`src/rtl/pwm_duty_ramp_ctrl.sv`:
```
// Soft-start/soft-stop duty sequencer for the 11-bit PWM generator; steps duty toward the target
// only on PWM period boundaries. Define DUTY_CLAMP_EN to clamp accepted targets to MAX_DUTY.
module pwm_duty_ramp_ctrl #(
  parameter logic [10:0] STEP         = 11'd16,
  parameter int unsigned PWM_PER_STEP = 4,
  parameter logic [10:0] MAX_DUTY     = 11'd2000
) (
  input  logic        clk,
  input  logic        rst_n,
  input  logic [10:0] tgt_duty,
  input  logic        tgt_vld,
  output logic        tgt_rdy,
  input  logic        fault,
  input  logic        clr_fault,
  output logic [10:0] duty,
  output logic        period_start,
  output logic        busy,
  output logic        fault_sticky
);

  typedef enum logic [1:0] {StIdle, StRamp, StFault} state_e;

  localparam logic [7:0] LastScnt = 8'(PWM_PER_STEP - 1);

  state_e      state_q, state_d;
  logic [10:0] pcnt_q;
  logic [10:0] duty_q, duty_d;
  logic [10:0] tgt_q, tgt_d;
  logic [7:0]  scnt_q, scnt_d;
  logic [10:0] tgt_in;
  logic [11:0] up_gap, dn_gap;
  logic [10:0] ramp_duty;
  logic        boundary, step_edge, accept;

`ifdef DUTY_CLAMP_EN
  assign tgt_in = (tgt_duty > MAX_DUTY) ? MAX_DUTY : tgt_duty;
`else
  logic unused_max_duty;
  assign unused_max_duty = ^MAX_DUTY;
  assign tgt_in          = tgt_duty;
`endif

  // Last clk of a PWM period; the following edge is the boundary edge.
  assign boundary  = (pcnt_q == 11'h7FF);
  assign step_edge = boundary && (scnt_q == LastScnt);
  assign accept    = tgt_vld && tgt_rdy;

  // 12-bit gaps so the saturation test can never wrap.
  assign up_gap = {1'b0, tgt_q} - {1'b0, duty_q};
  assign dn_gap = {1'b0, duty_q} - {1'b0, tgt_q};

  always_comb begin
    ramp_duty = duty_q;
    if (tgt_q > duty_q) begin
      ramp_duty = (up_gap <= {1'b0, STEP}) ? tgt_q : 11'({1'b0, duty_q} + {1'b0, STEP});
    end else begin
      ramp_duty = (dn_gap <= {1'b0, STEP}) ? tgt_q : 11'({1'b0, duty_q} - {1'b0, STEP});
    end
  end

  always_comb begin
    state_d = state_q;
    duty_d  = duty_q;
    tgt_d   = tgt_q;
    scnt_d  = scnt_q;
    if (fault) begin
      state_d = StFault;
      duty_d  = '0;
      tgt_d   = '0;
      scnt_d  = '0;
    end else begin
      unique case (state_q)
        StIdle: begin
          if (accept) begin
            tgt_d = tgt_in;
            if (tgt_in != duty_q) begin
              state_d = StRamp;
              scnt_d  = '0;
            end
          end
        end
        StRamp: begin
          if (step_edge) begin
            scnt_d = '0;
            duty_d = ramp_duty;
          end else if (boundary) begin
            scnt_d = scnt_q + 8'd1;
          end
          // A step on the accept edge still uses the old target.
          if (accept) tgt_d = tgt_in;
          if (duty_d == tgt_d) state_d = StIdle;
        end
        StFault: begin
          if (clr_fault) state_d = StIdle;
        end
        default: state_d = StIdle;
      endcase
    end
  end

  always_ff @(posedge clk or negedge rst_n) begin
    if (!rst_n) begin
      state_q <= StIdle;
      pcnt_q  <= '0;
      duty_q  <= '0;
      tgt_q   <= '0;
      scnt_q  <= '0;
    end else begin
      state_q <= state_d;
      pcnt_q  <= pcnt_q + 11'd1;
      duty_q  <= duty_d;
      tgt_q   <= tgt_d;
      scnt_q  <= scnt_d;
    end
  end

  assign tgt_rdy      = (state_q != StFault);
  assign duty         = duty_q;
  assign period_start = boundary;
  assign busy         = (state_q == StRamp);
  assign fault_sticky = (state_q == StFault);

endmodule

```
`config.mk`:
```
export PLATFORM = sky130hd
export DESIGN_NAME = pwm_duty_ramp_ctrl
export DESIGN_NICKNAME = d
export VERILOG_FILES = /design/src/rtl/pwm_duty_ramp_ctrl.sv
export SDC_FILE = /design/constraint.sdc
export NUM_CORES = 1
export LEC_CHECK = 0
export ABC_AREA = 1
export BUFFER_PORTS_ARGS = -buffer_cell sky130_fd_sc_hd__buf_2
export CAP_MARGIN = 40
export CELL_PAD_IN_SITES_DETAIL_PLACEMENT = 2
export CELL_PAD_IN_SITES_GLOBAL_PLACEMENT = 2
export CORE_ASPECT_RATIO = 0.5
export CORE_MARGIN = 2
export CORE_UTILIZATION = 25
export DETAILED_ROUTE_END_ITERATION = 6
export GPL_TIMING_DRIVEN = 0
export PLACE_DENSITY_LB_ADDON = 0.1
export SKIP_LAST_GASP = 1
export SLEW_MARGIN = 0
export SYNTH_ARGS = -nofsm -noshare
export SYNTH_HDL_FRONTEND = slang
export SYNTH_SLANG_ARGS = --single-unit
```
`constraint.sdc`:
```
create_clock -name clk -period 4.1 [get_ports clk]
set_input_delay 0.82 -clock clk [delete_from_list [all_inputs] [get_ports clk]]
set_output_delay 0.82 -clock clk [all_outputs]
set_load 0.03 [all_outputs]
```
==> impl_summary.txt <==
----------------------------------------------------
[Final layout]
  Layout cells sized above 1 ... 0.1114
  Layout overhead on the synthesized area ... 15.19%
  Number of antenna repair diodes ... 0
  Post-layout net count ... 768
  Area occupied by multi-input gates ... 2749 sq um
  Register area ... 1079 sq um
  Final instance area ... 4981 sq um
  Number of filler cells placed in the layout ... 2,077
  Fin cells ... 954

[Placement]
  Hpwl dp ... 13,740 microns
  Global placer's final weighted congestion ... 0.8012
  Number of placed instances with taps included ... 946
  Number of port buffers ... 30
  Worst slack, placed ... 55.24 ps
  Standard cell area after detailed placement ... 4778 sq um

[Flow run]
  Max-cap check violation count ... 0

[Yosys]
  EDFF count, synth ... 0
  Warning count from the yosys run ... 0
  Main flop type after synthesis ... dfrtp_1
  Synth top area cells ... dfrtp_1, nand2_1, nand3_1
  Net count of the mapped netlist ... 730
  Flip-flop and latch count after synthesis ... 43
  Part of the Yosys area used for sequential elements ... 0.2488
  Mapped cell area ... 4324 sq um
  Dominant cell type by area after synthesis ... dfrtp_1
  Avg Synthesized Cell Area ... 6.285 sq um
  Instance count of the mapped netlist ... 688
  Leading post-synthesis cells by instance count ... nand2_1, inv_1, nand3_1
  Number of different library cells in the post-synthesis netlist ... 32
  Most frequent cell after synthesis ... nand2_1
  FFs w/ async S/R, synth ... 1.000
  Area share of the leading cell type in the synthesized netlist ... 0.2488

[Critical path]
  Sort of element at the start of the critical path ... flip-flop
  Required time reported for the critical path endpoint ... 4280 ps
  Sort of element at the end of the critical path ... flip-flop
  Crit path kind ... flip-flop to flip-flop
  CP Data Arrival Time ... 3890 ps
  Maximum fanout encountered on the critical timing path ... 9

[Floorplan]
  Rows ... 33
  Area enclosed by the die boundary ... 18,430 sq um
  Die boundary width ... 190.0 microns
  Die height ... 97.00 microns
  Starting density of the core ... 0.2599
  Core region area ... 16,640 sq um
  Number of placed I/O pins ... 31

[Pwr]
  Largest voltage drop on the vdd net ... 0.1539 mV
  Total Power ... 1.415 mW
  Lkg Pwr ... 2.647 nW
  Total power per unit cell area ... 284.1 nW/um^2

[Global route]
  Antenna violations before repair ... 0
  GRT Residual Overflow ... 0
  Via count of the first global-routing pass ... 4,796
  Global-route wire length before repair ... 27,010 microns
  Maximum number of pins on one net before global-route repair ... 26
  Global Route Usage Sum ... 0.1889

[STA]
  Share of the cycle needed by the critical path after routing ... 0.9039
  Final worst-path setup slack ... 393.9 ps
  TNS Setup ... 0 ps
  Fmax ... 269.8 MHz
  Clock skew ... 6.246 ps
  Slew at the pin closest to its max-slew limit ... 750.0 ps
  Final Setup Violations ... 0
  Final period demand of the worst path ... 3706 ps
  Hold Vio Cnt, Final ... 0
  Max_slew headroom ... 0.4871
  Number of max-slew violations in the final report ... 0
  Setup repair after global routing missed its margin ... no

[Clock network]
  Root buf cell ... clkbuf_16
  Clock transition time at the flip-flop clock pins of the worst setup and hold paths ... 70 ps
  TritonCTS clock tree ... done
  Num CTS Buffers ... 5
  Hold bufs inserted after CTS ... 0
  Clock buffer depth ... 2
  Clock sinks ... 43
  CTS H-Tree Depth ... 2
  Clock latency reported for the late side of the worst-skew pair ... 290 ps

[Route]
  Routed WL per cell ... 17.64 microns
  Remaining routing DRC violations ... 0
  Overall routed net length ... 16,830 microns
  DRT iter0 DRCs ... 159
  Count of nets left with antenna violations after detail routing ... 0
  Total number of vias ... 4,528
  Detailed-route vias per instance ... 4.746
  1st-pass router iterations ... 4

[Min path]
  Min-delay worst type ... flip-flop to flip-flop

[Status]
  Run status ... complete, no violations

----------------------------------------------------
power breakdown:
| part | switching, mW | leakage [nW] | internal (mW) |
|---|---|---|---|
| registers | 0.00622 | 0.579 | 0.428 |
| logic | 0.339 | 1.98 | 0.143 |
| clock network | 0.191 | 0.0875 | 0.307 |
through the flow:
step           hold WS, ps    util
6_report             461.2  0.2993
5_1_grt              494.0  0.2993
4_1_cts              462.9  0.2978
3_5_place_dp         452.2  0.2872
3_3_place_gp         443.5  0.2860
2_1_floorplan        421.4       -
logic make-up (layout without fill, tap and decap cells):
logic type               Yosys count  after routing  share of synthesized area
AO/OA/AOI/OAI                     66             66                    0.08681
XOR/XNOR                          28             28                    0.05671
adder cells (fa/ha/maj)           26             26                    0.07523
buffers and inverters            133            172                     0.1172
flip-flops                        43             43                     0.2488
AND/OR/NAND/NOR                  392            392                     0.4152
routing by layer:
| layer | part of all wire | routed length, microns | GRT usage | up-vias |
|---|---|---|---|---|
| met5 | 0 | 0 | 0 | - |
| met2 | 0.44 | 7322 | 0.2951 | 30 |
| met1 | 0.54 | 9038 | 0.2845 | 2238 |
| met3 | 0.022 | 364 | 0.02141 | 6 |
| met4 | 0.0060 | 101 | 0.02206 | 0 |
| li1 | - | - | - | 2254 |
path summary, 6_finish.rpt:
| path | slack [ps] | from | depth (start not counted) | end |
|---|---|---|---|---|
| max reg2reg | 390 | duty[8]$_DFFE_PN0P_ | 23 | state_q[0]$_DFFE_PN0P_ |
| max | 390 | duty[8]$_DFFE_PN0P_ | 23 | state_q[0]$_DFFE_PN0P_ |
| min reg2reg | 460 | pcnt_q[0]$_DFF_PN0_ | 1 | pcnt_q[0]$_DFF_PN0_ |
| min in group asynchronous | 500 | rst_n | 1 | scnt_q[6]$_DFFE_PN0P_ |
| min | 460 | pcnt_q[0]$_DFF_PN0_ | 1 | pcnt_q[0]$_DFF_PN0_ |
| max in group asynchronous | 3060 | rst_n | 2 | duty[6]$_DFFE_PN0P_ |
critical path, stage by stage, from the launching register on:
cell and delay (ps):
dfrtp_1 540, inv_1 250, ha_2 470, nand2_1 140, nor2_1 260, nand2_1 110, a21oi_2 130, nor2_1 70
nor2_2 90, nand2_2 70, nor2_4 250, nand2_4 160, nand2_4 120, nand2_4 60, nor2_4 130, nand2_1 90
nand2_1 90, nand2_1 60, nand2_1 80, nand2_1 60, nor2_1 120, nand3_1 100, nand2_1 70, nand2_1 50
timing repair:
action,in CTS,in global routing
gates resized for setup,0,6
buffers inserted,0,3
endpoints found under the setup margin,0,1
layout by cell type, fill, tap and decap left out, drive strengths merged:
master and n:
xnor2 3, nor3 8, o22ai 15, o21a 3
nand3 95, buf 36, a2111oi 1, nand2 225
ha 26, nand4 12, o21bai 2, xor2 25
nor4 2, nor3b 4, bufinv 1, clkinvlp 1
a21oi 14, inv 121, dfrtp 43, o211ai 1
o21ai 30, nor2 45, clkbuf 12, or4 1
clkinv 1
area by class of cell:
class,count,area share
multi-input combinational,512,0.5519
sequential,43,0.2165
inverter,122,0.09269
tap,227,0.05702
timing repair buffer,34,0.03868
clock buffer,6,0.02788
clock inverter,2,0.007787
buffer,8,0.007536
state kept, by name, indices dropped and copies added, names as in the netlist:
register,count
duty,11
pcnt_q,11
scnt_q,8
state_q,2
tgt_q,11
No activity file was read; power rests on OpenSTA's default activity.
